===== src/rtl/cpu_types_pkg.sv =====
// -----------------------------------------------------------------------------
// cpu_types_pkg
// Types shared by the memory arbiter and its neighbours.
//   ramstate_t  : status returned by the RAM model each cycle
//   arb_state_t : arbiter FSM states
//   src_t       : identifies which requester was served last
// -----------------------------------------------------------------------------
package cpu_types_pkg;

   typedef enum logic [1:0] {
      RAM_FREE   = 2'd0,
      RAM_BUSY   = 2'd1,
      RAM_ACCESS = 2'd2,
      RAM_ERROR  = 2'd3
   } ramstate_t;

   typedef enum logic [1:0] {
      ARB_IDLE   = 2'd0,
      ARB_IGRANT = 2'd1,
      ARB_DGRANT = 2'd2
   } arb_state_t;

   typedef enum logic {
      SRC_INSTR = 1'b0,
      SRC_DATA  = 1'b1
   } src_t;

   localparam logic [7:0] ERRCNT_MAX = 8'hFF;

endpackage


===== src/rtl/mem_arbiter.sv =====
// -----------------------------------------------------------------------------
// mem_arbiter
// Shares one single-ported RAM between an instruction fetch port and a data
// port. At most one RAM transaction is in flight; when both ports request at
// once the grant alternates so neither side can starve.
//
// Ports
//   CLK, RST                 : clock, synchronous active-high reset
//   iREN, iaddr              : instruction read request / word address
//   iwait, iload             : instruction stall / read data
//   dREN, dWEN, daddr, dstore: data read / write request, address, write data
//   dwait, dload             : data stall / read data
//   ramREN, ramWEN           : RAM read / write strobes
//   ramaddr, ramstore        : RAM address / write data
//   ramload, ramstate        : RAM read data / status (FREE, BUSY, ACCESS, ERROR)
//   errcnt                   : saturating count of ERROR responses seen
// -----------------------------------------------------------------------------
module mem_arbiter
   import cpu_types_pkg::*;
(
   input  logic        CLK,
   input  logic        RST,
   // instruction port
   input  logic        iREN,
   input  logic [31:0] iaddr,
   output logic        iwait,
   output logic [31:0] iload,
   // data port
   input  logic        dREN,
   input  logic        dWEN,
   input  logic [31:0] daddr,
   input  logic [31:0] dstore,
   output logic        dwait,
   output logic [31:0] dload,
   // RAM side
   output logic        ramREN,
   output logic        ramWEN,
   output logic [31:0] ramaddr,
   output logic [31:0] ramstore,
   input  logic [31:0] ramload,
   input  logic [1:0]  ramstate,
   // status
   output logic [7:0]  errcnt
);

   arb_state_t  state_q,    state_d;
   src_t        last_src_q, last_src_d;
   logic [7:0]  errcnt_q,   errcnt_d;

   ramstate_t   ram_st;
   logic        dreq;

   assign ram_st = ramstate_t'(ramstate);
   assign dreq   = dREN | dWEN;

   // NOTE: state registers use non-blocking assignments so every flop samples
   // the pre-edge value of every other flop, independent of statement order.
   always_ff @(posedge CLK) begin
      if (RST) begin
         state_q    <= ARB_IDLE;
         last_src_q <= SRC_DATA;   // instruction side wins the first tie
         errcnt_q   <= '0;
      end else begin
         state_q    <= state_d;
         last_src_q <= last_src_d;
         errcnt_q   <= errcnt_d;
      end
   end

   // Next-state logic.
   // NOTE: every variable gets a default at the top of the block; without it
   // some path through the case would leave it unassigned and infer a latch.
   always_comb begin
      state_d    = state_q;
      last_src_d = last_src_q;
      errcnt_d   = errcnt_q;

      unique case (state_q)
         ARB_IDLE: begin
            if (dreq && (!iREN || last_src_q == SRC_INSTR)) begin
               state_d = ARB_DGRANT;
            end else if (iREN) begin
               state_d = ARB_IGRANT;
            end
         end
         ARB_IGRANT: begin
            // A withdrawn request aborts even if the RAM completes this cycle.
            if (!iREN) begin
               state_d = ARB_IDLE;
            end else if (ram_st == RAM_ACCESS) begin
               state_d    = ARB_IDLE;
               last_src_d = SRC_INSTR;
            end
         end
         ARB_DGRANT: begin
            if (!dreq) begin
               state_d = ARB_IDLE;
            end else if (ram_st == RAM_ACCESS) begin
               state_d    = ARB_IDLE;
               last_src_d = SRC_DATA;
            end
         end
         default: state_d = ARB_IDLE;
      endcase

      // ERROR keeps the grant in place (retry) and is only counted.
      if (state_q != ARB_IDLE && ram_st == RAM_ERROR && errcnt_q != ERRCNT_MAX) begin
         errcnt_d = errcnt_q + 8'd1;
      end
   end

   // Output logic: decoded from the current state. RST forces the idle view
   // so a transaction caught by reset never reports completion.
   always_comb begin
      iwait    = 1'b1;
      iload    = '0;
      dwait    = 1'b1;
      dload    = '0;
      ramREN   = 1'b0;
      ramWEN   = 1'b0;
      ramaddr  = '0;
      ramstore = '0;

      if (!RST) begin
         unique case (state_q)
            ARB_IGRANT: begin
               ramREN  = 1'b1;
               ramaddr = iaddr;
               if (iREN && ram_st == RAM_ACCESS) begin
                  iwait = 1'b0;
                  iload = ramload;
               end
            end
            ARB_DGRANT: begin
               // Read and write together is treated as a write.
               ramREN   = dREN & ~dWEN;
               ramWEN   = dWEN;
               ramaddr  = daddr;
               ramstore = dstore;
               if (dreq && ram_st == RAM_ACCESS) begin
                  dwait = 1'b0;
                  dload = ramload;
               end
            end
            default: ;
         endcase
      end
   end

   assign errcnt = errcnt_q;

endmodule


===== config.mk =====
export PLATFORM = sky130hd
export DESIGN_NAME = mem_arbiter
export DESIGN_NICKNAME = d
export VERILOG_FILES = /design/src/rtl/cpu_types_pkg.sv /design/src/rtl/mem_arbiter.sv
export SDC_FILE = /design/constraint.sdc
export NUM_CORES = 1
export LEC_CHECK = 0
export CORE_AREA = 2 2 105 107
export DETAILED_ROUTE_END_ITERATION = 6
export DIE_AREA = 0 0 107 109
export MAX_ROUTING_LAYER = met4
export PLACE_DENSITY = 0.74
export SLEW_MARGIN = 10
export SYNTH_ARGS = -nofsm -noshare
export SYNTH_HDL_FRONTEND = slang
export SYNTH_SLANG_ARGS = --single-unit

===== constraint.sdc =====
create_clock -name CLK -period 3.95 [get_ports CLK]
set_clock_uncertainty 0.2 [all_clocks]
set_input_delay 0.79 -clock CLK [delete_from_list [all_inputs] [get_ports CLK]]
set_output_delay 0.79 -clock CLK [all_outputs]
set_load 0.03 [all_outputs]

Word level (Yosys, flattened, before mapping)
Cells that the tools add are included.
{"block": "totals", "regBits": 11, "latch_bits": 0, "ramBits": 0, "mem_bits_ro": 0, "wordCells": 60, "n_memories": 0}
{"block": "op_classes", "addsub": 1, "n_mul": 0, "div_mod_pow": 0, "order_cmp": 0, "eq_ne": 10, "n_shift": 0, "mux": 31, "bitwise_logic": 4, "n_reduce_logical": 11}
{"operator": "$mux 32", "n": 9}
{"operator": "$pmux 32 s2", "n": 1}
{"operator": "$mux 1", "n": 13}
{"operator": "$mux 2", "n": 5}
{"operator": "$add 8x1->8 const B", "n": 1}
{"operator": "$ne 2x2->1 const B", "n": 4}
{"operator": "$ne 8x8->1 const B", "n": 1}
{"operator": "$eq 2x2->1 const B", "n": 3}
{"operator": "$pmux 2 s3", "n": 1}
{"operator": "$logic_and 1x1->1", "n": 5}
{"operator": "$reduce_and 5->1", "n": 1}
{"operator": "$pmux 1 s2", "n": 2}
{"operator": "$reduce_bool 2->1", "n": 2}
{"operator": "$ne 3x3->1 const B", "n": 1}
{"operator": "$eq 2x1->1 const B", "n": 1}
{"operator": "$logic_not 2->1", "n": 1}
{"operator": "$not 1->1", "n": 2}
{"operator": "$and 1x1->1", "n": 1}
{"operator": "$logic_not 1->1", "n": 1}
{"operator": "$logic_or 1x1->1", "n": 1}
{"operator": "$or 1x1->1", "n": 1}

Depth between registers and ports, before layout
Gate-level depths: netlist of run 1.
{"block": "depth", "word_depth": 5, "ltp_mapped": 7}

Least setup slack after synthesis of run 1
No wires, ideal clock.
{"block": "synth_timing", "path_kind": "input-to-output", "startpoint": "input RST", "endpoint": "output ramaddr[10]", "arrival_time_ns": 1.722, "path_slack_ns": 1.238, "path_stages": 5, "path_buffers": 2, "cell_sequence": "buf_2 > inv_2 > nand2_1 > buf_4 > nor2_1"}
{"block": "synth_between", "elab_chain_cells": 1}
{"element": "start: declaration", "line": "mem_arbiter.sv:22", "rtl": "input logic RST,"}
{"element": "$mux 32", "line": "mem_arbiter.sv:124", "rtl": "if (!RST) begin"}
{"element": "end: declaration", "line": "mem_arbiter.sv:38", "rtl": "output logic [31:0] ramaddr,"}
No other way between the ends.

Worst setup path in the final report of run 1
{"block": "layout_timing", "startpoint": "input ramstate[0]", "endpoint": "output iload[7]"}
{"block": "layout_between", "elab_chain_cells": 5}
{"element": "start: declaration", "line": "mem_arbiter.sv:41", "rtl": "input logic [1:0] ramstate,"}
{"element": "$eq 2x2->1", "line": "mem_arbiter.sv:129", "rtl": "if (iREN && ram_st == RAM_ACCESS) begin"}
{"element": "$logic_and 1x1->1", "line": "mem_arbiter.sv:129"}
{"element": "$mux 32", "line": "mem_arbiter.sv:129"}
{"element": "$mux 32", "line": "mem_arbiter.sv:125", "rtl": "unique case (state_q)"}
{"element": "$mux 32", "line": "mem_arbiter.sv:124"}
{"element": "end: declaration", "line": "mem_arbiter.sv:27", "rtl": "output logic [31:0] iload,"}
No other way between the ends.

==> results by group, run 1 <==
Run status
  • Result of the run: completed

Pwr
  • Net switching fraction of the power: roughly 36%
  • Power density over the cells: 131 nW/um^2
  • Psw: around 0.22 mW
  • Reported leakage power: 2.04 nW
  • Peak ir drop on the vdd network: between 0.1 and 0.15 mV
  • Clock network power share: 18.9%
  • Flop pwr share: 19.8%
  • PnR Total Power: 0.605 mW
  • Comb pwr share: about 60%
  • Internal power summed over all cells: between 0.3 and 0.4 mW

Synthesis
  • Number of storage elements in the synthesis netlist: 11
  • Post-Synth Simple-Gate Area: 51.0%
  • Main combinational cell family by area after synthesis: simple AND/OR/NAND/NOR gates
  • Largest cells by area after synthesis: and2_1 23%, a22oi_1 13%, dfxtp_1 12%
  • Combined area of all synthesized cells: 1820 um^2
  • Multiplexer fraction of the synthesized cell area: 0.549%
  • Share of synthesized cell area in full adder, half adder and majority cells: 3.43%
  • Syn Inst Count: 267
  • Post-Synth XOR/XNOR Area: 2.40%
  • Leading register cell type out of synthesis: dfxtp_1
  • Compound-cell area share of the yosys netlist: 22.2%
  • Post-synth EDFFs: 0
  • Post-synth net total: 407
  • Library cell occupying the most area in the post-synthesis netlist: and2_1
  • Proportion of netlist area held by the largest area contributor: 23.0%
  • Mean post-synth cell area: 6.83 um^2
  • Sequential-to-total area share from yosys stat: 12.1%
  • Fraction of registers with async set/reset: 0%
  • Warning count from the yosys run: 0
  • Count of different cell masters after synthesis: 38

Clock network
  • Clk_lat worst skew: 0.24 ns
  • Longest Clk Path Bufs: 2
  • Clock Sinks: 11
  • Number of hold buffers added after CTS: 0
  • Count of cells resized by post-cts repair: 0
  • Clock slew at the register clock pins of the worst setup and hold paths: 0.05 ns
  • CTS tree: done
  • Clock Tree Root: clkbuf_8
  • Number of post-CTS setup repair buffers: 0
  • Number of buffers inserted during clock tree synthesis: 3
  • H-tree lvl count: 1

Finish
  • Diode count: 0
  • Filler cell count: between 1,000 and 1,500
  • Ratio of cells with drive above 1 in the final layout: 23.1%
  • Area growth from synthesis to final layout: 153%
  • Non-filler cells, final: 669
  • Final design utilization: 43.4%
  • Area occupied by multi-input gates: 1450 um^2
  • Number of nets at the end of the flow: 670
  • FF/Latch Area: 220 um^2
  • Top library cells by usage in the layout, fill and taps aside: 174 x clkdlybuf4s50_1, 99 x buf_4, 67 x and2_1, 40 x nor2_1, 33 x and3_1
  • Most common cell after layout, fill and taps aside: clkdlybuf4s50_1
  • Non-Filler Cell Area, Final: 4600 um^2

Timing
  • Final critical-path share of the clock period: 93.7%
  • Unrepaired setup endpoints after global routing: no
  • Minimum period implied by the final worst setup slack: 3.70 ns
  • Relative slew slack: between 60% and 70%
  • Number of failing setup endpoints in the final timing report: 0
  • Setup slack after layout: 0.249 ns
  • Achievable clock frequency: 270 MHz
  • Number of hold violations in the final report: 0
  • Number of pins with negative max-slew slack in the final report: 0
  • Total Neg Setup Slack: 0 ns
  • Worst slew pin tran: between 0.4 and 0.5 ns
  • Worst hold slack: 0.314 ns

Critical path
  • Crit path capture type: output pin
  • Required time of the critical path: 2.96 ns
  • Critical path class: input pin to output pin
  • Critical path arrival: around 2.7 ns
  • Startpoint kind of the worst setup timing path: input pin
  • Biggest fanout along the worst timing path: 33

Global routing
  • Grt total ovfl: 0
  • Initial antenna violation count: 0
  • Maximum number of pins on one net before global-route repair: 66
  • Total global-route track usage: 15.1%
  • First-pass GRT wire length: ~14,000 um
  • Vias in the first global route: 2,683

Floorplanning
  • Y dimension of the die: 109 um
  • Area of the placeable core: 10,600 um^2
  • Site Rows: 38
  • Initial cell density of the core: ~17%
  • Number of I/O pins: 275
  • Die extent in x: 107 um
  • Die Outline Area: 11,700 um^2

Drt
  • Remaining antenna violation count: 0
  • Via count normalized by instance count: 4.37
  • Final wirelength: 9560 um
  • Total DRC errors in the routed layout: 0
  • Average wire per cell in the routed design: 14.3 um
  • Number of iterations in the first detailed-routing pass: 4
  • DR iter-0 viols: 155
  • Routed via count: 2,925

Placement
  • Number of placed cells counting well taps: 665
  • Instance area after placement: 4560 um^2
  • DP Wirelength: roughly 8000 um
  • Final RePlAce weighted congestion: 0.853
  • Pre-CTS setup slack: 0.245 ns
  • Port-buffer cells: 274

Min path
  • Hold/Removal Path Class: flop to flop

Run
  • Max Cap Viol: 0
[logic make-up (layout without fill, tap and decap cells)]
kind of cell             count (synthesis)  in the layout
adder cells (fa/ha/maj)                  5              5
multiplexers                             1              1
AND/OR/NAND/NOR                        160            160
flip-flops                              11             11
AO/OA/AOI/OAI                           53             53
buffers and inverters                   32            294
XOR/XNOR                                 5              5
[per-layer routing]
metal  GRT usage [%]  vias to the layer above  wire length [um]
met5               -                        -                 0
met4            2.41                        0                69
met3            2.39                        6               705
met1            17.7                     1343              3700
met2            27.7                      124              5090
li1                -                     1452                 -
[worst max-delay path: stages]
cell and delay (ns):
clkdlybuf4s50_1 0.42, and2b_1 0.26, nand3_2 0.11, nor2_4 0.12, buf_12 0.17, and2_1 0.15
clkdlybuf4s50_1 0.67
[Yosys cell counts, types with 2 or more instances]
library cell	count
a211oi_1	2
a21oi_1	4
a22oi_1	32
and2_1	67
and2b_1	2
and3_1	33
buf_2	13
buf_4	4
clkbuf_1	8
dfxtp_1	11
ha_1	5
inv_1	6
nand2_1	6
nand3_2	2
nor2_1	40
nor4_1	2
o211ai_1	2
o21a_1	2
o21ai_0	2
o21ai_1	2
xor2_1	5
[final timing paths]
check	from	to	slack [ns]	cells past startpoint
hold / removal	state_q[1]$_SDFFE_PP0P_	state_q[1]$_SDFFE_PP0P_	0.31	2
setup reg to reg	state_q[0]$_SDFFE_PP0P_	state_q[1]$_SDFFE_PP0P_	1.97	7
hold reg to reg	state_q[1]$_SDFFE_PP0P_	state_q[1]$_SDFFE_PP0P_	0.31	2
setup / recovery	ramstate[0]	iload[7]	0.25	7
[state kept, by name, indices dropped and copies added, names as in the netlist]
| register | count |
|---|---|
| errcnt | 8 |
| state_q | 2 |
| last_src_q | 1 |
[power groups by stage]
stage	Sequential, mW	Clock, mW	Combinational, mW
floorplan	0.123	0	0.162
global placement	0.121	0	0.366
detailed placement	0.122	0	0.371
CTS	0.120	0.116	0.373
global route	0.120	0.123	0.398
finish	0.120	0.114	0.371
[layout make-up]
type	instances	share of cell area (%)
tap	140	3.81
multi-input combinational	224	31.5
sequential	11	4.78
clock buffer	4	0.979
inverter	7	0.571
timing repair buffer	283	58.3
(Power assumes the default switching activity.)
==> run 2: changes to the inputs <==
CORE_AREA = 2 2 108 110   (was 2 2 105 107)
CTS_BUF_LIST = sky130_fd_sc_hd__clkbuf_16   (was not set)
DIE_AREA = 0 0 110 112   (was 0 0 107 109)
PLACE_DENSITY = 0.71   (was 0.74)
clock period = 4.1 ns   (was 3.95 ns; I/O delays follow)
==> run 2 against run 1 <==
  * First-iteration DRC count fell by 30%
  * Combinational power fell by 4%
  * Cell area fell by 0.16%
  * Hold slack got worse by 0.011 ns
  * Sequential share of layout area barely moved
  * Count of clock-buffer cells in the layout fell by 1
  * Largest cell class unchanged
  * Utilization fell by 2.3 points
  * Highest routed layer unchanged
==> results by group, run 2 (synthesized netlist as in run 1, its figures left out) <==
Clock network
  • Count of cells resized by post-cts repair: 0 (unchanged)
  • H-tree lvl count: 1 (unchanged)
  • CTS tree: done
  • Number of hold buffers added after CTS: 0 (unchanged)
  • Number of buffers inserted during clock tree synthesis: 3 (unchanged)
  • Longest Clk Path Bufs: 2 (unchanged)
  • Clk_lat worst skew: 0.24 ns (about the same)
  • Clock slew at the register clock pins of the worst setup and hold paths: 0.04 ns (about the same)
  • Clock Sinks: 11 (unchanged)
  • Clock Tree Root: clkbuf_16
  • Number of post-CTS setup repair buffers: 0 (unchanged)

Critical path
  • Crit path capture type: output pin
  • Critical path class: input pin to output pin
  • Slack of the worst reg-to-reg path: 2.19 ns (+0.22 ns)
  • Required time of the critical path: 3.08 ns (+0.12 ns)
  • Startpoint kind of the worst setup timing path: input pin
  • Critical path arrival: 2.75 ns (+0.04 ns)
  • Biggest fanout along the worst timing path: 33 (unchanged)

Floorplanning
  • Die Outline Area: 12,300 um^2 (+5.6%)
  • Die extent in x: 110 um (+2.8%)
  • Area of the placeable core: 11,200 um^2 (+5.4%)
  • Y dimension of the die: 112 um (+2.8%)
  • Site Rows: 39 (+2.6%)
  • Number of I/O pins: 275 (unchanged)
  • Initial cell density of the core: 16.3% (-0.88 points)

Finish
  • Area growth from synthesis to final layout: 152%
  • Number of nets at the end of the flow: 670 (unchanged)
  • Most common cell after layout, fill and taps aside: clkdlybuf4s50_1
  • Filler cell count: 1,119 (+7.3%)
  • Non-Filler Cell Area, Final: 4600 um^2 (-0.16%)
  • Max FFs per register: 8 (unchanged)
  • Non-filler cells, final: 672 (+0.45%)
  • Top library cells by usage in the layout, fill and taps aside: 176 x clkdlybuf4s50_1, 101 x buf_4, 67 x and2_1, 40 x nor2_1, 33 x and3_1
  • Diode count: 0 (unchanged)
  • Ratio of cells with drive above 1 in the final layout: 22.7% (-0.38 points)

Drt
  • Remaining antenna violation count: 0 (unchanged)
  • Routed via count: 2,917 (-0.27%)
  • Total DRC errors in the routed layout: 0 (unchanged)
  • Number of iterations in the first detailed-routing pass: 4 (unchanged)
  • Final wirelength: 9930 um (+3.9%)
  • Via count normalized by instance count: 4.34 (-0.72%)
  • DR iter-0 viols: 109 (-30%)
  • Average wire per cell in the routed design: 14.8 um (+3.4%)

Pwr
  • Flop pwr share: 17.9% (-1.9 points)
  • Reported leakage power: 2.05 nW (+0.23%)
  • Power density over the cells: 141 nW/um^2 (+7.2%)
  • Peak ir drop on the vdd network: 0.161 mV (+35%)
  • Comb pwr share: 55.2% (-6.1 points)
  • Net switching fraction of the power: 33.2% (-2.8 points)
  • Psw: 0.215 mW (-1.2%)
  • Clock network power share: 26.9% (+8.0 points)
  • Internal power summed over all cells: 0.432 mW (+12%)

Placement
  • Instance area after placement: 4520 um^2 (-0.91%)
  • Number of placed cells counting well taps: 668 (+0.45%)
  • Port-buffer cells: 274 (unchanged)
  • DP Wirelength: 8110 um (+3.9%)
  • Final RePlAce weighted congestion: 0.864 (+1.2%)

Timing
  • Minimum period implied by the final worst setup slack: 3.77 ns
  • Total Neg Setup Slack: 0 ns (unchanged)
  • Relative slew slack: 68.3% (-0.84 points)
  • Final critical-path share of the clock period: 91.9%
  • Unrepaired setup endpoints after global routing: no
  • Worst slew pin tran: 0.476 ns (+0.0125 ns)
  • Achievable clock frequency: approximately 270 MHz
  • Number of failing setup endpoints in the final timing report: 0 (unchanged)
  • Number of pins with negative max-slew slack in the final report: 0 (unchanged)
  • Number of hold violations in the final report: 0 (unchanged)

Min path
  • Hold/Removal Path Class: flop to flop

Global routing
  • Total global-route track usage: 14.7% (-0.45 points)
  • Vias in the first global route: 2,724 (+1.5%)
  • Initial antenna violation count: 0 (unchanged)
  • Maximum number of pins on one net before global-route repair: 66 (unchanged)
  • First-pass GRT wire length: 14,000 um (-0.64%)
  • Grt total ovfl: 0 (unchanged)

Run
  • Max Cap Viol: 0 (unchanged)

Run status
  • Result of the run: completed
run 2: final timing paths:
path / start / to / depth (start not counted)
worst max-delay path: ramstate[0] / iload[19] / 7
worst max register to register: state_q[0]$_SDFFE_PP0P_ / state_q[1]$_SDFFE_PP0P_ / 7
worst min register to register: state_q[0]$_SDFFE_PP0P_ / state_q[0]$_SDFFE_PP0P_ / 2
worst min-delay path: state_q[0]$_SDFFE_PP0P_ / state_q[0]$_SDFFE_PP0P_ / 2
run 2: area by class of cell:
cell class | instances | area, um^2 | share of cell area [%]
Sequential cell | 11 | 220 | 4.79
Tap cell | 143 | 179 | 3.89
Timing Repair Buffer | 283 | 2640 | 57.4
Clock inverter | 1 | 3.75 | 0.0817
Clock buffer | 3 | 75.1 | 1.63
Multi-Input combinational cell | 224 | 1450 | 31.6
Inverter | 7 | 26.3 | 0.572
run 2: worst max-delay path, stage by stage:
cell and delay (ns):
clkdlybuf4s50_1 0.41, and2b_1 0.25, nand3_2 0.12, nor2_4 0.13
buf_12 0.17, and2_1 0.15, clkdlybuf4s50_1 0.69
run 2: metrics by stage:
step / setup WS [ns] / hold slack (ns) / power, mW / utilization, %
global route: 0.236 / 0.327 / 0.684 / 41.1
detailed placement: 0.335 / 0.303 / 0.475 / 40.4
CTS: 0.323 / 0.307 / 0.654 / 41.1
finish: 0.333 / 0.303 / 0.647 / 41.1
floorplan: 1.33 / 0.269 / 0.274 / -
global placement: 0.357 / 0.280 / 0.470 / 40.4
run 2: metal layers:
| layer | GRT usage [%] | wire length (um) |
|---|---|---|
| met1 | 15.8 | 3710 |
| met2 | 28.0 | 5290 |
| met3 | 2.17 | 855 |
| met4 | 2.28 | 70 |
| met5 | - | 0 |
run 2: power groups by stage:
stage | Sequential (mW) | Clock [mW] | Combinational (mW)
floorplan | 0.118 | 0 | 0.156
global placement | 0.117 | 0 | 0.353
detailed placement | 0.118 | 0 | 0.357
CTS | 0.116 | 0.179 | 0.359
global route | 0.117 | 0.183 | 0.385
finish | 0.116 | 0.174 | 0.357
